**src/rtl/pc_seq_pkg.sv**
```systemverilog
// rtl/pc_seq_pkg.sv - shared encodings for the program-counter sequencer
package pc_seq_pkg;

  localparam logic [1:0] CMD_FETCH  = 2'd0;
  localparam logic [1:0] CMD_BRANCH = 2'd1;
  localparam logic [1:0] CMD_JUMP   = 2'd2;
  localparam logic [1:0] CMD_VECTOR = 2'd3;

  localparam logic [7:0] VEC_NMI   = 8'hFA;
  localparam logic [7:0] VEC_RESET = 8'hFC;
  localparam logic [7:0] VEC_IRQ   = 8'hFE;

  typedef enum logic [2:0] {
    ST_IDLE,
    ST_ADV,
    ST_BR_HI,
    ST_VLO,
    ST_VHI,
    ST_VLD
  } state_e;

  // An unused selector falls back to the reset vector.
  function automatic logic [7:0] vec_base(input logic [1:0] vsel);
    case (vsel)
      2'd1:    return VEC_NMI;
      2'd3:    return VEC_IRQ;
      default: return VEC_RESET;
    endcase
  endfunction

endpackage

```
**src/rtl/pc_seq_brcalc.sv**
```systemverilog
// rtl/pc_seq_brcalc.sv - branch target arithmetic on the carry-resolved PC
module pc_seq_brcalc (
  input  logic [15:0] pc_in,
  input  logic        co_in,
  input  logic [7:0]  off,
  output logic [15:0] epc,
  output logic [15:0] t,
  output logic        page_cross
);

  assign epc        = pc_in + {7'd0, co_in, 8'd0};
  assign t          = epc + {{8{off[7]}}, off};
  assign page_cross = (t[15:8] != epc[15:8]);

endmodule

```
**src/rtl/pc_seq.sv**
```systemverilog
// rtl/pc_seq.sv - turns decoder commands into WR/INC cycles for the 16-bit program counter
module pc_seq
  import pc_seq_pkg::*;
#(
  parameter logic [7:0] VEC_PAGE = 8'hFF
) (
  input  logic        CLK,
  input  logic        R,
  input  logic        CMD_VALID,
  input  logic [1:0]  CMD,
  output logic        CMD_READY,
  input  logic [1:0]  LEN,
  input  logic [7:0]  OFF,
  input  logic        TAKEN,
  input  logic [15:0] ADDR,
  input  logic [1:0]  VSEL,
  input  logic [15:0] PC_IN,
  input  logic        CO_IN,
  input  logic [7:0]  DIN,
  output logic [15:0] VADDR,
  output logic        VRD,
  output logic [7:0]  PC_LO,
  output logic [7:0]  PC_HI,
  output logic        PC_CI,
  output logic        PC_WR,
  output logic        PC_INC,
  output logic        PENALTY,
  output logic        DONE
);

  state_e      state_q, state_d;
  logic [1:0]  cnt_q, cnt_d;
  logic [15:0] t_q, t_d;
  logic [7:0]  base_q, base_d;
  logic [7:0]  lo_q, lo_d;

  logic [15:0] epc;
  logic [15:0] t;
  logic        page_cross;
  logic        accept;

  pc_seq_brcalc u_brcalc (
    .pc_in      (PC_IN),
    .co_in      (CO_IN),
    .off        (OFF),
    .epc        (epc),
    .t          (t),
    .page_cross (page_cross)
  );

  // Gating with R keeps every strobe quiet while reset is held.
  assign accept = CMD_VALID && (state_q == ST_IDLE) && R;

  always_comb begin
    state_d   = state_q;
    cnt_d     = cnt_q;
    t_d       = t_q;
    base_d    = base_q;
    lo_d      = lo_q;
    CMD_READY = (state_q == ST_IDLE);
    VADDR     = 16'h0000;
    VRD       = 1'b0;
    PC_LO     = 8'h00;
    PC_HI     = 8'h00;
    PC_CI     = 1'b0;
    PC_WR     = 1'b0;
    PC_INC    = 1'b0;
    PENALTY   = 1'b0;
    DONE      = 1'b0;
    case (state_q)
      ST_IDLE: begin
        if (accept) begin
          case (CMD)
            CMD_FETCH: begin
              cnt_d = LEN;
              if (LEN == 2'd0) DONE = 1'b1;
              else             state_d = ST_ADV;
            end
            CMD_BRANCH: begin
              if (!TAKEN) begin
                DONE = 1'b1;
              end else begin
                PC_WR = 1'b1;
                PC_LO = t[7:0];
                PC_HI = epc[15:8];
                t_d   = t;
                if (page_cross) state_d = ST_BR_HI;
                else            DONE    = 1'b1;
              end
            end
            CMD_JUMP: begin
              PC_WR = 1'b1;
              PC_LO = ADDR[7:0];
              PC_HI = ADDR[15:8];
              DONE  = 1'b1;
            end
            default: begin
              base_d  = vec_base(VSEL);
              state_d = ST_VLO;
            end
          endcase
        end
      end
      ST_ADV: begin
        PC_INC = 1'b1;
        // A carry-propagating increment does not advance past a byte.
        if (!CO_IN) begin
          cnt_d = cnt_q - 2'd1;
          if (cnt_q == 2'd1) begin
            DONE    = 1'b1;
            state_d = ST_IDLE;
          end
        end
      end
      ST_BR_HI: begin
        PC_WR   = 1'b1;
        PC_LO   = t_q[7:0];
        PC_HI   = t_q[15:8];
        PENALTY = 1'b1;
        DONE    = 1'b1;
        state_d = ST_IDLE;
      end
      ST_VLO: begin
        VADDR   = {VEC_PAGE, base_q};
        VRD     = 1'b1;
        state_d = ST_VHI;
      end
      ST_VHI: begin
        lo_d    = DIN;
        VADDR   = {VEC_PAGE, base_q} + 16'd1;
        VRD     = 1'b1;
        state_d = ST_VLD;
      end
      ST_VLD: begin
        PC_WR   = 1'b1;
        PC_LO   = lo_q;
        PC_HI   = DIN;
        DONE    = 1'b1;
        state_d = ST_IDLE;
      end
      default: state_d = ST_IDLE;
    endcase
  end

  always_ff @(posedge CLK or negedge R) begin
    if (!R) begin
      state_q <= ST_IDLE;
      cnt_q   <= 2'd0;
      t_q     <= 16'h0000;
      base_q  <= 8'h00;
      lo_q    <= 8'h00;
    end else begin
      state_q <= state_d;
      cnt_q   <= cnt_d;
      t_q     <= t_d;
      base_q  <= base_d;
      lo_q    <= lo_d;
    end
  end

endmodule

```
**config.mk**
```make
export PLATFORM = sky130hd
export DESIGN_NAME = pc_seq
export DESIGN_NICKNAME = d
export VERILOG_FILES = /design/src/rtl/pc_seq_pkg.sv /design/src/rtl/pc_seq_brcalc.sv /design/src/rtl/pc_seq.sv
export SDC_FILE = /design/constraint.sdc
export NUM_CORES = 1
export LEC_CHECK = 0
export ABC_AREA = 1
export CORE_UTILIZATION = 54
export DETAILED_ROUTE_END_ITERATION = 10
export GPL_TIMING_DRIVEN = 1
export PLACE_DENSITY = 0.87
export SLEW_MARGIN = 20
export SYNTH_ARGS = -nofsm -noshare
export SYNTH_HDL_FRONTEND = slang
export SYNTH_HIERARCHICAL = 1
export SYNTH_SLANG_ARGS = --single-unit
```
**constraint.sdc**
```tcl
create_clock -name CLK -period 7.7 [get_ports CLK]
set_input_delay 1.155 -clock CLK [delete_from_list [all_inputs] [get_ports CLK]]
set_output_delay 1.155 -clock CLK [all_outputs]
set_load 0.03 [all_outputs]
```
**After elaboration in Yosys (flattened, before gate mapping)**

Cells that the tools add are included.

- Add/sub/neg operators: 4
- Equal/unequal tests: 19
- Muxes and demuxes: 37
- Bitwise gates (word level): 1
- Reduce and logical (&&, ||, !) cells: 13

Operators with widths:

| cell | count |
|---|---|
| 8-bit case mux with 3 select lines | 2 |
| 8-bit 2-to-1 mux | 4 |
| 16-bit case mux with 2 select lines | 1 |
| 8-bit case mux with 2 select lines | 2 |
| 3-bit 2-to-1 mux | 6 |
| 16-bit adder | 1 |
| 16-bit by 9-bit adder with 16-bit output | 1 |
| 3-bit case mux with 4 select lines | 1 |
| 1-bit 2-to-1 mux | 11 |
| 9-bit by 2-bit adder with 10-bit output, second input constant | 1 |
| 3-bit != test, second input constant | 3 |
| 3-bit case mux with 3 select lines | 1 |
| 8-bit != test | 1 |
| 4-bit AND reduction | 2 |
| 7-bit AND reduction | 1 |
| 2-bit by 1-bit == test with 1-bit output, second input constant | 3 |
| 3-bit by 2-bit == test with 1-bit output, second input constant | 2 |
| 3-bit == test, second input constant | 2 |
| 2-bit 2-to-1 mux | 3 |
| 2-bit != test, second input constant | 3 |
| 1-bit case mux with 3 select lines | 2 |
| 3-bit case mux with 2 select lines | 1 |
| 2-bit == test, second input constant | 2 |
| 2-bit zero test | 2 |
| 12 further kinds | 16 |

- Bits in registers: 37
- Input bits: 59
- Output and inout bits: 39
- Logic and storage cells: 79

**Logic depth before layout (Yosys ltp)**

Gate-level depths: netlist (run 1).

- Depth in word-level cells: 8
- Depth in mapped cells: 27
- Mapped depth without buffers: 27

**Hierarchy**

The synthesis (run 1) kept the hierarchy.

Modules (own cells, without submodules):

| module | times used | cells each | area each (µm²) | seq. area each (µm²) |
|---|---|---|---|---|
| pc_seq | 1 | 322 | 2,197.1 | 800.8 |
| pc_seq_brcalc | 1 | 286 | 1,445.1 | 0.0 |

**Least setup slack after synthesis (run 1)**

No wires, ideal clock.

- Kind: input to output
- Start point: in PC_IN[8]
- End point: out DONE
- Arrival: 3.630 ns
- Required time: 6.545 ns
- Path slack: 2.915 ns
- Stages on the path: 25
- Buffers on the path: 0
- Path through: ha_1 > ha_1 > nand2_1 > nor2_1 > nand2_1 > xor2_1 > inv_1 > ha_1 > nand2_1 > inv_1 > a21oi_1 > nand2_1 > a21oi_1 > nand2_1 > nand2_2 > nand2_1 > nand2_1 > nand2_1 > nor2_1 > nand2_1 > nand2_1 > nand2_1 > nand3_1 > nand3b_1 > nand2_1

- Word-level cells in the longest chain between the ends: 8

Ends and longest elaborated chain:

| item | RTL line | source |
|---|---|---|
| start: declaration | pc_seq.sv:17 | `input logic [15:0] PC_IN,` |
| 16-bit by 9-bit adder with 16-bit output | pc_seq_brcalc.sv:11 | `assign epc = pc_in + {7'd0, co_in, 8'd0};` |
| net epc[14] | pc_seq.sv:37 | `logic [15:0] epc;` |
| 16-bit adder | pc_seq_brcalc.sv:12 | `assign t = epc + {{8{off[7]}}, off};` |
| net t[15] | pc_seq.sv:38 | `logic [15:0] t;` |
| 8-bit != test | pc_seq_brcalc.sv:13 | `assign page_cross = (t[15:8] != epc[15:8]);` |
| net page_cross | pc_seq.sv:39 | `logic page_cross;` |
| 1-bit 2-to-1 mux | pc_seq.sv:87 | `if (page_cross) state_d = ST_BR_HI;` |
| 1-bit 2-to-1 mux | pc_seq.sv:80 | `if (!TAKEN) begin` |
| 1-bit case mux with 3 select lines | pc_seq.sv:73 | `case (CMD)` |
| 1-bit 2-to-1 mux | pc_seq.sv:72 | `if (accept) begin` |
| 1-bit case mux with 3 select lines | pc_seq.sv:70 | `case (state_q)` |
| end: declaration | pc_seq.sv:28 | `output logic DONE` |

The timed path passes the listed nets, and every way through them passes these cells.

**Worst setup path after layout (run 1)**

- Start point: in CO_IN
- End point: out DONE

- Word-level cells in the longest chain between the ends: 8
- Elaborated cells between the ends (all ways): 9
- Those cells by class: 2 x add/sub; 1 x eq/ne; 6 x mux

Ends and longest elaborated chain:

| item | RTL line | source |
|---|---|---|
| start: declaration | pc_seq.sv:18 | `input logic CO_IN,` |
| 16-bit by 9-bit adder with 16-bit output | pc_seq_brcalc.sv:11 |  |
| net epc[14] | pc_seq.sv:37 |  |
| 16-bit adder | pc_seq_brcalc.sv:12 |  |
| net t[15] | pc_seq.sv:38 |  |
| 8-bit != test | pc_seq_brcalc.sv:13 |  |
| net page_cross | pc_seq.sv:39 |  |
| 1-bit 2-to-1 mux | pc_seq.sv:87 |  |
| 1-bit 2-to-1 mux | pc_seq.sv:80 |  |
| 1-bit case mux with 3 select lines | pc_seq.sv:73 |  |
| 1-bit 2-to-1 mux | pc_seq.sv:72 |  |
| 1-bit case mux with 3 select lines | pc_seq.sv:70 |  |

The timed path passes the listed nets, and every way through them passes these cells.

==> impl_metrics.ini, run 1 <==
[global_routing]
grt_max_degree = 34
grt_pass1_wl_microns = 16200
grt_overflow = 0
grt_pass1_vias = 3636
antenna_found_initial = 0
grtUsageTotal_pct = 28.6

[logic_synthesis]
synthesis.area_sq_um = 3580
syn_nets = 683
synth_warnings = 6
syn_avg_cell_area_sq_um = 5.97
synthCells = 600

[clocking]
numCtsBuffers = 5
ctsHoldBuffers = 0
clock_latency_ns = 0.28
root_buffer = clkbuf_8
cts_tree = yes
cts_resized = 0
clk_pin_slew_ns = 0.06
clock-sinks = 32
postCtsSetupBuffers = 0
clockBufferDepth = 2
h-tree-depth = 2

[detailed_routing]
via_count = 3921
wire_per_inst_microns = 12.9
drc_errors = 0
wirelength_microns = 9740
drt_iter0_markers = 299
firstDrtPassIters = 5
ant_nets = 0
vias_per_cell = 5.19

[power]
p_per_area_nw_per_um2 = 245
power_uw = 1120
power.leakage_uw = 0.00257
ir_worst_vdd_mv = 0.302

[placement]
post-place-cells = 748
gp_congestion = 0.885
hpwl_microns = 7760
portBuffers = 96

[floorplan]
pin_count = 98
start_util_pct = 56.1
fp.dieH_microns = 83.4
die_area_sq_um = 6960
die_w_microns = 83.4
core_sq_um = 6390
rows = 29

[timing]
fin_crit_sh_pct = 80.6
timing.fmax_mhz = 161
slew_viol_final = 0
relSlewSlack_pct = 35.3
rsz0062_at_grt = false
setup_violations = 0
max_slew.worst_pin.slew_ns = 0.970
skew_ns = 0.00262
hold_viol_final = 0
post-route-min-period_ns = 6.21
fin_setup_tns_ns = 0

[cells_and_area]
most-common-layout-cells = nand2_1, inv_1, clkdlybuf4s50_1, nand3_1, dfrtp_1
layout.nets = 761
num_antenna_cells = 0
area_growth_pct = 27.7
drive_above_1_share_pct = 4.86
final_common_cell = nand2_1
stdcell_count = 756
post-route-util_pct = 71.6

[min_path]
min_path_type = flip-flop to flip-flop

[setup_path]
path_max_fanout = 5
cp_data_required_time_ns = 6.55
critPathCaptureType = primary output
critPathArrivalTime_ns = 5.05
cp-start-kind = primary input
criticalPathCategory = primary input to primary output

[flow_run]
maxCapViolations = 0

[outcome]
status = finished, final reports clean
==> final timing paths <==
| kind | depth (start not counted) | endpoint | slack, ns | startpoint |
|---|---|---|---|---|
| worst max-delay path | 27 | DONE | 1.49 | CO_IN |
| worst min-delay path | 2 | base_q[3] | 0.47 | base_q[3] |
| worst max register to register | 6 | t_q[13] | 5.72 | state_q[2] |
| worst min register to register | 2 | base_q[3] | 0.47 | base_q[3] |
| max in group asynchronous | 2 | t_q[4] | 6.14 | R |
| min in group asynchronous | 2 | t_q[2] | 1.27 | R |
==> sequential cells by signal, indices dropped and copies added, names as in the netlist <==
signal,flops
base_q,3
t_q,16
lo_q,8
state_q,3
cnt_q,2
==> stage by stage <==
step	hold slack (ns)	cell area [sq um]	setup WS, ns
4_1_cts	0.475	4570	1.54
3_5_place_dp	0.459	4480	1.56
2_1_floorplan	0.423	3580	2.91
3_3_place_gp	0.440	4480	1.64
5_1_grt	0.501	4570	1.23
6_report	0.472	4570	1.49
==> cell type report <==
class                      instances  area [sq um]
tap                               77          96.3
multi-input combinational        436          2220
timing repair buffer              97           968
clock inverter                     2          10.0
inverter                         106           398
sequential                        32           801
clock buffer                       6          82.6
fill                             533          1810
==> worst max-delay path, stage by stage <==
cell and delay (ns):
clkdlybuf4s50_1 0.51, ha_1 0.19, ha_1 0.18, nand2_1 0.09
nor2_1 0.14, nand2_1 0.08, xor2_1 0.19, inv_1 0.11
ha_1 0.34, nand2_1 0.15, inv_1 0.06, a21oi_1 0.13
nand2_1 0.08, a21oi_1 0.14, nand2_1 0.10, nand2_2 0.07
nand2_1 0.04, nand2_1 0.05, nand2_1 0.05, nor2_1 0.07
nand2_1 0.07, nand2_1 0.08, nand2_1 0.05, nand3_1 0.10
nand3b_1 0.08, nand2_1 0.08, clkdlybuf4s50_1 0.66
==> layer usage <==
metal	global-route usage [%]	up-vias	part of all wire [%]	wire length, microns
li1	-	1985	-	-
met1	34.7	1768	42	4040
met2	51.6	151	50	4870
met3	3.58	17	6.1	596
met4	10.5	0	2.4	230
met5	0	-	0	0
==> report_power, final <==
group	switching [uW]	internal, uW	total, uW
registers	54.5	243	297
clock network	60.7	71.2	132
logic	430	261	691
Note: power is estimated with default switching activity, not from simulation.
==> run 2, diff against run 1 <==
CORE_UTILIZATION = 50   (was 54)
PLACE_DENSITY = 0.81   (was 0.87)
clock period = 6.2 ns   (was 7.7 ns; I/O delays follow)
==> impl_metrics.ini, run 2 (synthesis gave the netlist of run 1 again) <==
[global_routing]
grt_overflow = 0
grt_pass1_vias = 3692
grt_pass1_wl_microns = 16600
grt_max_degree = 34
antenna_found_initial = 0
grtUsageTotal_pct = 27.8

[timing]
post-route-min-period_ns = 5.69
fin_crit_sh_pct = 91.7
rsz0062_at_grt = false
skew_ns = 0.00869
relSlewSlack_pct = 35.6
fin_hold_ws_ns = 0.451
slew_viol_final = 0
max_slew.worst_pin.slew_ns = 0.965
fin_setup_tns_ns = 0
timing.fmax_mhz = 176
hold_viol_final = 0
setup_violations = 0

[cells_and_area]
largest_reg_flops = 16
regMostFlops = t_q
layout.nets = 761
largestRegisters = t_q x16, lo_q x8
area_growth_pct = 28.8
most-common-layout-cells = nand2_1, inv_1, clkdlybuf4s50_1, nand3_1, dfrtp_1
fillers = 640
drive_above_1_share_pct = 4.71
final_common_cell = nand2_1
num_antenna_cells = 0

[min_path]
min_path_type = flip-flop to flip-flop

[floorplan]
start_util_pct = 52.1
core_sq_um = 6870
die_area_sq_um = 7510
rows = 30
die_w_microns = 86.6
pin_count = 98
fp.dieH_microns = 86.6

[power]
ir_worst_vdd_mv = 0.119
power.leakage_uw = 0.00257
p_per_area_nw_per_um2 = 310

[placement]
portBuffers = 96
hpwl_microns = 7770
gp_congestion = 0.913

[setup_path]
critPathCaptureType = primary output
criticalPathCategory = primary input to primary output
path_max_fanout = 5
cp-start-kind = primary input
cp_data_required_time_ns = 5.27
critPathArrivalTime_ns = 4.76

[clocking]
cts_resized = 0
clock-sinks = 32
h-tree-depth = 2
numCtsBuffers = 5
clock_latency_ns = 0.29
ctsHoldBuffers = 0
clockBufferDepth = 2
clk_pin_slew_ns = 0.06
postCtsSetupBuffers = 0
cts_tree = yes
root_buffer = clkbuf_8

[detailed_routing]
wire_per_inst_microns = 12.5
drt_iter0_markers = 248
vias_per_cell = 5.07
via_count = 3926
wirelength_microns = 9680
drc_errors = 0
firstDrtPassIters = 4
ant_nets = 0

[flow_run]
maxCapViolations = 0

[outcome]
status = finished, final reports clean
-- run 2: cell types whose count changed in the layout (fill, tap and decap cells not counted) --
cell	before	now
bufinv_16	0	1
clkbuf_1	0	1
clkbuf_8	6	5
clkinv_2	2	1
-- run 2: metrics by stage --
step	std cells	worst slack, ns	total power [uW]	util (%)	area [sq um]
after floorplan	600	1.86	968	-	3580
after detailed placement	767	0.542	1220	65.6	4510
final	775	0.514	1430	67.2	4610
after CTS	775	0.520	1420	67.2	4610
after global placement	767	0.611	1190	65.6	4510
after global routing	775	0.0634	1540	67.2	4610
-- run 2: worst max-delay path: stages --
cell	delay (ns)
clkdlybuf4s50_1	0.51
ha_1	0.19
ha_1	0.17
nand2_1	0.08
nor2_1	0.14
nand2_1	0.08
xor2_1	0.18
inv_1	0.11
ha_1	0.34
nand2_1	0.14
inv_1	0.05
a21oi_1	0.13
nand2_1	0.09
a21oi_1	0.14
nand2_1	0.10
nand2_2	0.07
nand2_1	0.05
nand2_1	0.05
nand2_1	0.04
nor2_1	0.07
nand2_1	0.06
nand2_1	0.06
nand2_1	0.04
nand3_1	0.09
nand3b_1	0.07
nand2_1	0.08
clkdlybuf4s50_1	0.67
-- run 2: where the power goes --
part           leakage, uW  total (uW)  internal, uW  switching (uW)
sequential        0.000404         369           301            68.1
combinational      0.00212         860           323             536
clock            0.0000552         200           119            80.5
-- run 2: per-layer routing --
metal | global-route usage [%] | share of wire (%) | vias up
met3 | 3.43 | 5.1 | 18
met2 | 49.2 | 49 | 128
met1 | 34.8 | 43 | 1785
met4 | 10.0 | 2.3 | 0
met5 | 0 | 0 | -
li1 | - | - | 1995
-- run 2: final cells by class --
class | instances | area [sq um] | area share [%]
Clock buffer | 6 | 72.6 | 1.57
Clock inverter | 2 | 35.0 | 0.759
Inverter | 106 | 398 | 8.62
Multi-Input combinational cell | 436 | 2220 | 48.1
Sequential cell | 32 | 801 | 17.4
Tap cell | 96 | 120 | 2.60
Timing Repair Buffer | 97 | 968 | 21.0
-- run 2: final timing paths --
path,from,end,slack [ns],cells past startpoint
worst min register to register,base_q[3],base_q[3],0.45,2
max in group asynchronous,R,lo_q[5],4.86,2
worst max-delay path,CO_IN,DONE,0.51,27
min in group asynchronous,R,base_q[1],1.04,2
worst max register to register,state_q[2],t_q[12],4.26,6
worst min-delay path,base_q[3],base_q[3],0.45,2
